## src/rtl/alu_arbiter.sv

```systemverilog
// rtl/alu_arbiter.sv - round-robin arbiter sharing one sequential ALU between two requesters
// Latches the winner's operands, runs the ALU start/finish handshake and returns the result with a watchdog.
module alu_arbiter #(
  parameter int DATA_W  = 8,
  parameter int TIMEOUT = 64
) (
  input  logic                clk,
  input  logic                rst,
  input  logic                req0,
  input  logic                req1,
  input  logic [1:0]          sel0,
  input  logic [1:0]          sel1,
  input  logic [DATA_W-1:0]   x0,
  input  logic [DATA_W-1:0]   y0,
  input  logic [DATA_W-1:0]   x1,
  input  logic [DATA_W-1:0]   y1,
  output logic                gnt0,
  output logic                gnt1,
  output logic                done0,
  output logic                done1,
  output logic [2*DATA_W-1:0] res,
  output logic                err,
  output logic                busy,
  output logic                alu_start,
  output logic [1:0]          alu_sel,
  output logic [DATA_W-1:0]   alu_x,
  output logic [DATA_W-1:0]   alu_y,
  input  logic                alu_finish,
  input  logic [2*DATA_W-1:0] alu_res
);

  localparam logic [1:0] IDLE      = 2'd0;
  localparam logic [1:0] ISSUE     = 2'd1;
  localparam logic [1:0] WAIT_DONE = 2'd2;
  localparam logic [1:0] RESP      = 2'd3;

  localparam int            TW         = (TIMEOUT > 1) ? $clog2(TIMEOUT) : 1;
  localparam logic [TW-1:0] TIMER_LAST = TW'(TIMEOUT - 1);

  logic [1:0]    state;
  logic [TW-1:0] timer;
  logic          last;
  logic          owner;
  logic          winner;
  logic          timed_out;

  // On a tie the requester that did not win last time gets the ALU.
  assign winner    = (req0 && req1) ? ~last : req1;
  assign timed_out = (timer == TIMER_LAST);

  always_ff @(posedge clk or posedge rst) begin
    if (rst) begin
      state     <= IDLE;
      timer     <= '0;
      last      <= 1'b1;
      owner     <= 1'b0;
      gnt0      <= 1'b0;
      gnt1      <= 1'b0;
      done0     <= 1'b0;
      done1     <= 1'b0;
      res       <= '0;
      err       <= 1'b0;
      busy      <= 1'b0;
      alu_start <= 1'b0;
      alu_sel   <= '0;
      alu_x     <= '0;
      alu_y     <= '0;
    end else begin
      gnt0  <= 1'b0;
      gnt1  <= 1'b0;
      done0 <= 1'b0;
      done1 <= 1'b0;
      case (state)
        IDLE: begin
          if (req0 || req1) begin
            owner     <= winner;
            last      <= winner;
            alu_sel   <= winner ? sel1 : sel0;
            alu_x     <= winner ? x1 : x0;
            alu_y     <= winner ? y1 : y0;
            gnt0      <= ~winner;
            gnt1      <= winner;
            alu_start <= 1'b1;
            busy      <= 1'b1;
            timer     <= '0;
            state     <= ISSUE;
          end
        end
        ISSUE: begin
          if (timed_out) begin
            alu_start <= 1'b0;
            res       <= '0;
            err       <= 1'b1;
            done0     <= ~owner;
            done1     <= owner;
            state     <= RESP;
          end else begin
            timer <= timer + 1'b1;
            if (!alu_finish) begin
              alu_start <= 1'b0;
              state     <= WAIT_DONE;
            end
          end
        end
        WAIT_DONE: begin
          // The watchdog wins over a finish that rises in the same cycle.
          if (timed_out) begin
            res   <= '0;
            err   <= 1'b1;
            done0 <= ~owner;
            done1 <= owner;
            state <= RESP;
          end else if (alu_finish) begin
            res   <= alu_res;
            err   <= 1'b0;
            done0 <= ~owner;
            done1 <= owner;
            state <= RESP;
          end else begin
            timer <= timer + 1'b1;
          end
        end
        default: begin
          busy  <= 1'b0;
          state <= IDLE;
        end
      endcase
    end
  end

endmodule

```

## config.mk

```make
export PLATFORM = sky130hd
export DESIGN_NAME = alu_arbiter
export DESIGN_NICKNAME = d
export VERILOG_FILES = /design/src/rtl/alu_arbiter.sv
export SDC_FILE = /design/constraint.sdc
export NUM_CORES = 1
export LEC_CHECK = 0
export CAP_MARGIN = 25
export CORE_MARGIN = 1.5
export CORE_UTILIZATION = 43
export CTS_CLUSTER_SIZE = 20
export DETAILED_ROUTE_END_ITERATION = 6
export GPL_ROUTABILITY_DRIVEN = 0
export PLACE_DENSITY = 0.79
export SLEW_MARGIN = 20
export SYNTH_ARGS = -nofsm -noshare
export SYNTH_HDL_FRONTEND = slang
export SYNTH_SLANG_ARGS = --single-unit
```

## constraint.sdc

```tcl
create_clock -name clk -period 2.5 [get_ports clk]
set_input_delay 0.75 -clock clk [delete_from_list [all_inputs] [get_ports clk]]
set_output_delay 0.75 -clock clk [all_outputs]
set_load 0.01 [all_outputs]
```

## Yosys cells after proc, flatten, opt, wreduce, memory -nomap -nowiden

Cells that the tools add are included.

| word-level totals | value |
|---|---|
| output and inout bits | 41 |
| input port bits | 57 |
| register bits | 51 |
| word-level logic and storage cells | 83 |

| operators by class | value |
|---|---|
| add/subtract/negate cells | 1 |
| bitwise operators | 4 |
| eq/ne operators | 10 |
| multiplexer cells | 40 |
| reductions and logical operators | 13 |

Operators by type and width:

| operator | number |
|---|---|
| 16-bit two-way mux | 3 |
| 16-bit one-hot mux with 2 select lines | 1 |
| 6-bit two-way mux | 4 |
| 6-bit one-hot mux with 3 select lines | 1 |
| 1-bit two-way mux | 17 |
| 8-bit two-way mux | 2 |
| 2-bit two-way mux | 6 |
| 2-bit inequality test (second input constant) | 5 |
| 1-bit one-hot mux with 2 select lines | 5 |
| 3-bit AND reduction | 3 |
| 6-bit by 1-bit adder with 6-bit output (second input constant) | 1 |
| 6-bit equality test (second input constant) | 1 |
| 3-bit inequality test (second input constant) | 2 |
| 2-bit one-hot mux with 3 select lines | 1 |
| 5-bit AND reduction | 1 |
| 1-bit NOT | 4 |
| 2-bit AND reduction | 2 |
| 2-bit nonzero test | 2 |
| 3-bit nonzero test | 1 |
| 2-bit by 1-bit equality test with 1-bit output (second input constant) | 1 |
| 2-bit equality test (second input constant) | 1 |
| 2-bit logical NOT | 1 |
| 2-bit OR reduction | 1 |
| 1-bit logical AND | 1 |
| 1-bit logical OR | 1 |

## Longest topological paths before layout

Gate-level depths: netlist of run 1.

| logic depth | value |
|---|---|
| word-level depth | 5 |
| gate-level depth with buffers | 7 |
| depth with buffers taken out | 6 |

## Worst setup path after synthesis of run 1

No wires, ideal clock.

| path | value |
|---|---|
| path kind | in2reg |
| from | input req1 |
| to | register timer[5] |
| cell stages on the path | 5 |
| data required time | 2,378 ps |
| arrival time | 1,707 ps |
| slack | 671 ps |
| path through | nor3b_1 > a211oi_2 > and2_0 > buf_4 > a32o_1 |

| between the ends | value |
|---|---|
| word-level cells in the longest chain between the ends | 3 |

Ends and longest elaborated chain:

| what | RTL line | RTL |
|---|---|---|
| start, declared | 10 | `input logic req1,` |
| 1-bit logical OR | 75 | `if (req0 \|\| req1) begin` |
| 2-bit inequality test (no line) | - |  |
| 5-bit AND reduction (no line) | - |  |
| end signal, assigned | 98 | `timer <= timer + 1'b1;` |
| end signal, assigned | 120 | `timer <= timer + 1'b1;` |
| end, declared | 41 | `logic [TW-1:0] timer;` |

No other way between the ends.
A chain may end at the register's enable or synchronous reset.

## Final worst setup path of run 1

| path | value |
|---|---|
| from | register state[0] |
| to | register timer[5] |

| between the ends | value |
|---|---|
| word-level cells in the longest chain between the ends | 3 |
| elaborated cells on any way between the ends | 10 |
| those cells by class | eq/ne: 6; mux: 1; reduce/logical: 3 |

Ends and longest elaborated chain:

| what | RTL line | RTL |
|---|---|---|
| start, declared | 40 | `logic [1:0] state;` |
| start signal, assigned | 53 | `state <= IDLE;` |
| start signal, assigned | 86 | `state <= ISSUE;` |
| start signal, assigned | 96 | `state <= RESP;` |
| 2-bit by 1-bit equality test with 1-bit output, or another cell as far along | 73 | `case (state)` |
| 2-bit inequality test (no line) or 3-bit nonzero test (tied branches) | - |  |
| 5-bit AND reduction (no line) | - |  |

Parallel ways exist; a longest one is shown, timed or not.

==> summary by stage, run 1 <==
Route
The number of vias per cell after detailed routing is 5.00. The number of vias in the routed layout is 2026. The wire length reported by the detailed router is 5870 µm. For this run, design rule violations remaining after detail routing come to 0.

The DRC marker count from the first detailed-route iteration is 107. The count of nets left with antenna violations after detail routing is 0. The routed wirelength normalized by instance count is 14.5 µm. For this run, the detailed router's first-pass iteration total came to 4.

Synthesis
The post-synthesis cell type count is 38. During synthesis, Yosys emitted a total of 0 warnings. The fraction of the yosys area taken by sequential cells is 0.519. After synthesis the netlist holds a flip-flop and latch count of 51. The most frequently used flop master after synthesis is sky130_fd_sc_hd__dfrtp_1.

The number of instances in the synthesized netlist is 231. After synthesis, the share of flip-flops with an asynchronous set or reset is 1.00. The mean area per synthesized cell is 10.7 µm². The number of synthesized flops with an enable pin is 0.

The mapped netlist covers 2460 µm². The synthesized net count is 293.

Worst hold path
The worst hold path was traced through 2 stages. In this run the worst hold path is classified as flip-flop to flip-flop. The hold path startpoint is alu_x[5]$_DFFE_PP0P_.

Timing
The number of max-slew violations in the final report was 0. In this run the tightest slew margin relative to its limit is 0.704. The top achievable clock speed is 485 MHz.

Setup violations remaining at the end of the flow were counted as 0. The routed design could run at a clock period as short as 2060 ps. For the final database, setup skew stands at 12.7 ps.

The transition time of the tightest slew-check pin is 443 ps. The final worst setup slack is 437 ps. The number of failing hold endpoints at the final stage was 0.

In the finished design, the share of the clock period the worst path needs comes to 0.825. In the final timing run, aggregate negative setup slack is 0 ps. Setup repair after global routing left no endpoint under its margin.

Clocking
The cts-stage hold buffer count is 0. The post-CTS setup buffer count is 0. The maximum count of clock buffers along a single path is 2. After clock tree synthesis, the clock-pin slew on the worst setup and hold paths is 100 ps. The tree is rooted in a sky130_fd_sc_hd__clkbuf_8.

The insertion delay to the later sink of the worst-skew pair is 310 ps. The CTS tree is done. The H-tree was split into 2 levels. Post-CTS repair changed the size of 0 cells. The number of clock sinks is 51. The number of clock buffers added by TritonCTS is 5.

Layout
At the end of the flow the core is filled with cells to 0.667. 0 antenna diodes ended up in the layout. At the end of the flow, the number of nets in the layout was 394. The library cells used most frequently in the layout, excluding fill and tap cells, are 97 x sky130_fd_sc_hd__clkdlybuf4s50_1, 50 x sky130_fd_sc_hd__dfrtp_1, 35 x sky130_fd_sc_hd__nand2_1.

Compared with the post-synthesis result, the final layout area differs by 49.1%. The most common cell after layout, fill and taps aside is sky130_fd_sc_hd__clkdlybuf4s50_1. In the final layout, the share of cells above drive strength 1 is 0.0871.

Die
The area enclosed by the die boundary is 6190 µm². The core region is 5510 µm². The die boundary width is 78.7 µm.

The initial standard-cell utilization of the core is 0.447. The die extent in y is 78.7 µm. The initialized floorplan defines 27 standard-cell rows. During I/O placement, the number of pins put on the boundary was 98.

Global routing
The first global-routing pass estimated 9410 µm of wire. Across every metal layer, demand over resource in global routing totals 0.196. Entering global routing, the biggest net connects 45 pins. The number of global-route vias before repair is 1967. The total global routing overflow is 0. The number of antenna violations at the first check in global routing is 0.

Critical path
The maximum cell stage delay along the critical path is 430 ps. The category of cells accounting for the largest share of critical-path delay is simple AND/OR/NAND/NOR gates. The slack of the worst reg-to-reg path is 440 ps. At the worst endpoint, the required time is 2690 ps. The critical path goes through inv_1 > ha_1 > nor3b_1 > a211oi_2 > and2_0 > a32o_1.

The critical path runs through a total of 6 cells. The startpoint identified for the worst register-to-register timing path is state[0]$_DFFE_PP0P_. In this run the worst path has a maximum fanout of 12. On the critical path, the stage with the largest delay is an instance of sky130_fd_sc_hd__dfrtp_1. The total buffers and inverters traversed by the critical path is 1. The critical path startpoint is state[0]$_DFFE_PP0P_. The number of cells on the worst reg-to-reg path is 6. The nature of the critical path startpoint is a flip-flop. The arrival time at the worst endpoint is 2250 ps. The worst setup path category is flip-flop to flip-flop.

The kind of capture point of the worst setup path is a flip-flop.

Outcome
The flow ran to the end, and the final reports show no timing, DRC or antenna violations.

Placement
At the placement stage, the worst setup path has a slack of 171 ps. The wire-length estimate of the detail-placed layout is 4260 µm. The port buffer count is 97.

Pwr
The design draws 0.00414 W. In this run the power density over the cells is 1130 nW/µm². Across the VDD grid, the largest voltage drop is 0.000639 V. The cell leakage power is 1.63 nW.

Run
The max-capacitance violation count is 0.
==> synth_stat cells (2+ instances only) <==
cell type / instances / area [µm²]
sky130_fd_sc_hd__mux2i_1: 31 / 310
sky130_fd_sc_hd__a22o_1: 12 / 105
sky130_fd_sc_hd__nor2_1: 7 / 26.3
sky130_fd_sc_hd__a32o_1: 2 / 20.0
sky130_fd_sc_hd__a21o_1: 3 / 22.5
sky130_fd_sc_hd__nand2_1: 35 / 131
sky130_fd_sc_hd__a21oi_1: 3 / 15.0
sky130_fd_sc_hd__dfrtp_1: 50 / 1250
sky130_fd_sc_hd__and3_1: 4 / 25.0
sky130_fd_sc_hd__buf_2: 3 / 15.0
sky130_fd_sc_hd__ha_1: 5 / 62.6
sky130_fd_sc_hd__buf_4: 2 / 15.0
sky130_fd_sc_hd__clkbuf_1: 4 / 15.0
sky130_fd_sc_hd__mux2_2: 2 / 22.5
sky130_fd_sc_hd__o21ai_0: 15 / 75.1
sky130_fd_sc_hd__inv_1: 24 / 90.1
sky130_fd_sc_hd__nor3_1: 2 / 10.0
sky130_fd_sc_hd__nand2b_1: 2 / 12.5
sky130_fd_sc_hd__nand3_1: 6 / 30.0
==> tightest hold or removal path: cells and delay by family, from the launching register on <==
family	cells	cell delay, ps
flip-flops	1	360
AO/OA/AOI/OAI	1	60
AND/OR/NAND/NOR	1	50
==> stage by stage <==
| step | std cells | instance area [µm²] | hold slack [ps] |
|---|---|---|---|
| CTS | 405 | 3670 | 498 |
| global placement | 397 | 3560 | 462 |
| detailed placement | 397 | 3560 | 474 |
| global route | 405 | 3670 | 534 |
| floorplan | 231 | 2460 | 456 |
| finish | 405 | 3670 | 497 |
==> kinds of logic after synthesis <==
logic type      after synthesis  share of synthesized area
mux                          33                      0.135
flops                        51                      0.519
compound gates               44                      0.134
simple gates                 63                      0.121
fa+ha+maj                     5                     0.0254
buf+inv                      35                     0.0655
==> final cells by class <==
cell class	instances	area, µm²
Clock inverter	3	46.3
Multi-Input combinational cell	145	1030
Fill cell	440	1830
Sequential cell	51	1280
Tap cell	72	90.1
Clock buffer	5	68.8
Inverter	24	90.1
Timing Repair Buffer	105	1070
==> flip-flops by register name, indices dropped and copies added (netlist names), 2 cells and up <==
| register | count |
|---|---|
| alu_x | 8 |
| state | 2 |
| alu_sel | 2 |
| alu_y | 8 |
| timer | 6 |
| res | 16 |
==> metal layers <==
| layer | share of wire | up-vias | track usage |
|---|---|---|---|
| li1 | - | 981 | - |
| met1 | 0.45 | 979 | 0.265 |
| met2 | 0.47 | 58 | 0.314 |
| met3 | 0.061 | 8 | 0.0453 |
| met4 | 0.015 | 0 | 0.0571 |
| met5 | 0 | - | 0 |
==> power breakdown <==
group	total, W	internal (W)	leakage (nW)	switching, W
sequential	0.00142	0.00120	0.650	0.000221
clock	0.000581	0.000302	0.0548	0.000279
combinational	0.00214	0.00115	0.928	0.000995
total	0.00414	0.00264	1.63	0.00149
==> final timing paths <==
path | end
setup / recovery | timer[5]$_DFFE_PP0P_
min in group asynchronous | res[9]$_DFFE_PP0P_
max in group asynchronous | last$_DFFE_PP1P_
setup reg to reg | timer[5]$_DFFE_PP0P_
hold / removal | alu_x[5]$_DFFE_PP0P_
hold reg to reg | alu_x[5]$_DFFE_PP0P_
(Power assumes the default switching activity.)
==> run 2, diff against run 1 <==
CORE_UTILIZATION = 39   (was 43)
PLACE_DENSITY = 0.76   (was 0.79)
clock period = 1.72 ns   (was 2.5 ns; I/O delays follow)
==> summary by stage, run 2 (synthesized netlist as in run 1, its figures left out) <==
Outcome
The run finished with clean final reports.

Route
In the routed layout, each cell is associated on average with a via count of 4.89. The number of optimization iterations in the first detailed-route pass is 6. For this block, the routed nets add up to 6250 µm of wire. After detailed routing, the average wire length per cell comes to 14.6 µm.

The DRC marker count from the first detailed-route iteration is 45. The final route contains 2097 vias. After detailed routing, the number of remaining DRC violations is 0. The detail route stage leaves a number of antenna-violating nets equal to 0.

Critical path
The critical path goes through clkdlybuf4s50_1. The total buffers and inverters traversed by the critical path is 1. The arrival time at the worst endpoint is 1170 ps. The nature of the critical path startpoint is a flip-flop. The required time reported for the critical path endpoint is 1200 ps. Among cell families on the critical path, the largest total delay comes from buffers and inverters.

The maximum cell stage delay along the critical path is 530 ps. The kind of capture point of the worst setup path is an output pin. The worst setup path category is flip-flop to output pin. In this run the worst path has a maximum fanout of 1. On the critical path, the stage with the largest delay is an instance of sky130_fd_sc_hd__clkdlybuf4s50_1.

Worst hold path
The path type of the worst min-delay path is flip-flop to flip-flop.

Timing
The worst hold slack across all endpoints is 483 ps. The top achievable clock speed is 593 MHz. Setup violations remaining at the end of the flow were counted as 0. Setup repair after global routing could not meet its margin everywhere. The clock skew after layout is 4.74 ps. The post-route clock period utilization is 0.980.

The number of failing hold endpoints at the final stage came to 0. The clock period could shrink to 1690 ps. The remaining max-slew budget at the tightest pin is 0.801. The number of max-slew violations in the final report is 0. Summed over all failing endpoints, the final setup total negative slack is 0 ps. The transition time of the tightest slew-check pin is 298 ps.

Clocking
The cts-stage hold buffer count is 0. The number of clock buffers inserted by TritonCTS is 5. TritonCTS built the clock tree.

The insertion delay to the later sink of the worst-skew pair is 300 ps. The number of clock sinks is 51. The root buffer cell chosen for the clock tree is sky130_fd_sc_hd__clkbuf_8. The clock edge transition at the registers on the reported setup and hold paths is 90 ps. The maximum count of clock buffers along a single path is 2.

CTS built an H-tree with a depth of 2.

Die
Row generation in the floorplan step produced 28 rows. The area enclosed by the die boundary is 6800 µm². From bottom edge to top edge, the die measures 82.5 µm. The floorplan step defined a core boundary enclosing 6030 µm².

For this configuration, the core starts out at a cell density of 0.409. The die boundary width is 82.5 µm. In this run the count of I/O pins placed on the die edge is 98.

Run
The max-capacitance violation count is 0.

Pwr
In this run the power density over the cells is 1550 nW/µm². The peak supply drop is 0.000888 V. The sequential share of power is 0.329. In this run the power spent charging and discharging nets is 0.00228 W. Of the total power, the clock network draws 0.111. The combinational share of power is 0.559.

Of the total power, the share spent switching nets is 0.373. The cell leakage power is 2.00 nW. The internal power of the cells totals 0.00383 W.

Layout
The library cell used most frequently in the layout, excluding fill and tap cells, is sky130_fd_sc_hd__clkdlybuf4s50_1. In the final layout, the multi-input gates occupy 1080 µm². In the layout the commonest cells are 56 x sky130_fd_sc_hd__clkdlybuf4s50_1, 50 x sky130_fd_sc_hd__dfrtp_1, 35 x sky130_fd_sc_hd__nand2_1. Across the whole layout, storage elements account for 1280 µm². The total number of nets in the final design is 415. The largest registers in the layout are res x16, alu_x x8, alu_y x8. The area added between synthesis and finish is 59.6%. Of the cells placed in the final design, the portion with a size suffix greater than 1 is 0.167. The filler cells instantiated in the layout total 507. The number of antenna diodes in the final layout is 0. Ranked by flip-flop count, first place goes to res. The register with the most flip-flops in the layout has 16 of them.

Placement
The port buffer count is 97. The HPWL after detailed placement is 4310 µm.

Global routing
The number of global-route vias before repair is 1984. The total global-route track usage is 0.180. Global routing finished with a remaining overflow of 0. The number of antenna violations at the first check in global routing is 0. The first global-routing pass estimated 9240 µm of wire. The pin count of the biggest net entering global routing is 52.
## run 2: cell count changes in the layout (fill, tap and decap cells not counted), moves of 2 or more
| cell | change |
|---|---|
| sky130_fd_sc_hd__ha_2 | +4 |
| sky130_fd_sc_hd__ha_1 | -4 |
| sky130_fd_sc_hd__buf_12 | +2 |
| sky130_fd_sc_hd__dlygate4sd2_1 | +29 |
| sky130_fd_sc_hd__buf_4 | +16 |
| sky130_fd_sc_hd__clkbuf_16 | +3 |
| sky130_fd_sc_hd__clkdlybuf4s50_1 | -41 |
| sky130_fd_sc_hd__dlymetal6s2s_1 | +12 |
## run 2: cell type report
cell class,instances,share of cell area
repair buffers,126,0.330
flip-flops and latches,51,0.325
multi-input cells,145,0.275
inverters,24,0.0239
well taps,75,0.0239
clock buffers,6,0.0185
clock inverters,2,0.00318
## run 2: power by group through the flow
stage	Clock [W]	Combinational (W)	Sequential, W
after floorplan	0	0.00153	0.00225
after global placement	0	0.00330	0.00202
after detailed placement	0	0.00339	0.00205
after CTS	0.000697	0.00319	0.00201
after global routing	0.000739	0.00374	0.00208
final	0.000679	0.00341	0.00201
## run 2: what timing repair did
action / in CTS / in global routing
pin swaps: 0 / 4
setup endpoints to repair: 52 / 41
cloned: 0 / 3
setup buffers: 0 / 3
resized for setup: 34 / 22
## run 2: final timing paths
path | start | endpoint | slack, ps | cells past startpoint
max | gnt0$_DFF_PP0_ | gnt0 | 30 | 1
min | alu_x[2]$_DFFE_PP0P_ | alu_x[2]$_DFFE_PP0P_ | 480 | 2
max reg2reg | state[0]$_DFFE_PP0P_ | timer[5]$_DFFE_PP0P_ | 50 | 6
min reg2reg | alu_x[2]$_DFFE_PP0P_ | alu_x[2]$_DFFE_PP0P_ | 480 | 2
max in group asynchronous | rst | last$_DFFE_PP1P_ | 790 | 3
min in group asynchronous | rst | res[2]$_DFFE_PP0P_ | 640 | 3
## run 2: through the flow
step	utilization	instances	area (µm²)	total power, W	worst slack [ps]
after floorplan	-	231	2470	0.00378	-9.83
after global placement	0.614	415	3700	0.00532	-276
after detailed placement	0.614	415	3700	0.00544	-381
after CTS	0.625	423	3760	0.00590	0.140
after global routing	0.652	429	3930	0.00657	-43.8
final	0.652	429	3930	0.00610	34.9
## run 2: tightest hold or removal path: stages, from the launching register on
cell and delay (ps):
sky130_fd_sc_hd__dfrtp_1 350, sky130_fd_sc_hd__nand2_1 40, sky130_fd_sc_hd__o21ai_0 60
## run 2: layer usage
| metal | GRT usage | vias up | routed length (µm) |
|---|---|---|---|
| li1 | - | 1030 | - |
| met5 | 0 | - | 0 |
| met2 | 0.323 | 51 | 3150 |
| met1 | 0.214 | 1012 | 2710 |
| met3 | 0.0363 | 4 | 321 |
| met4 | 0.0559 | 0 | 63 |
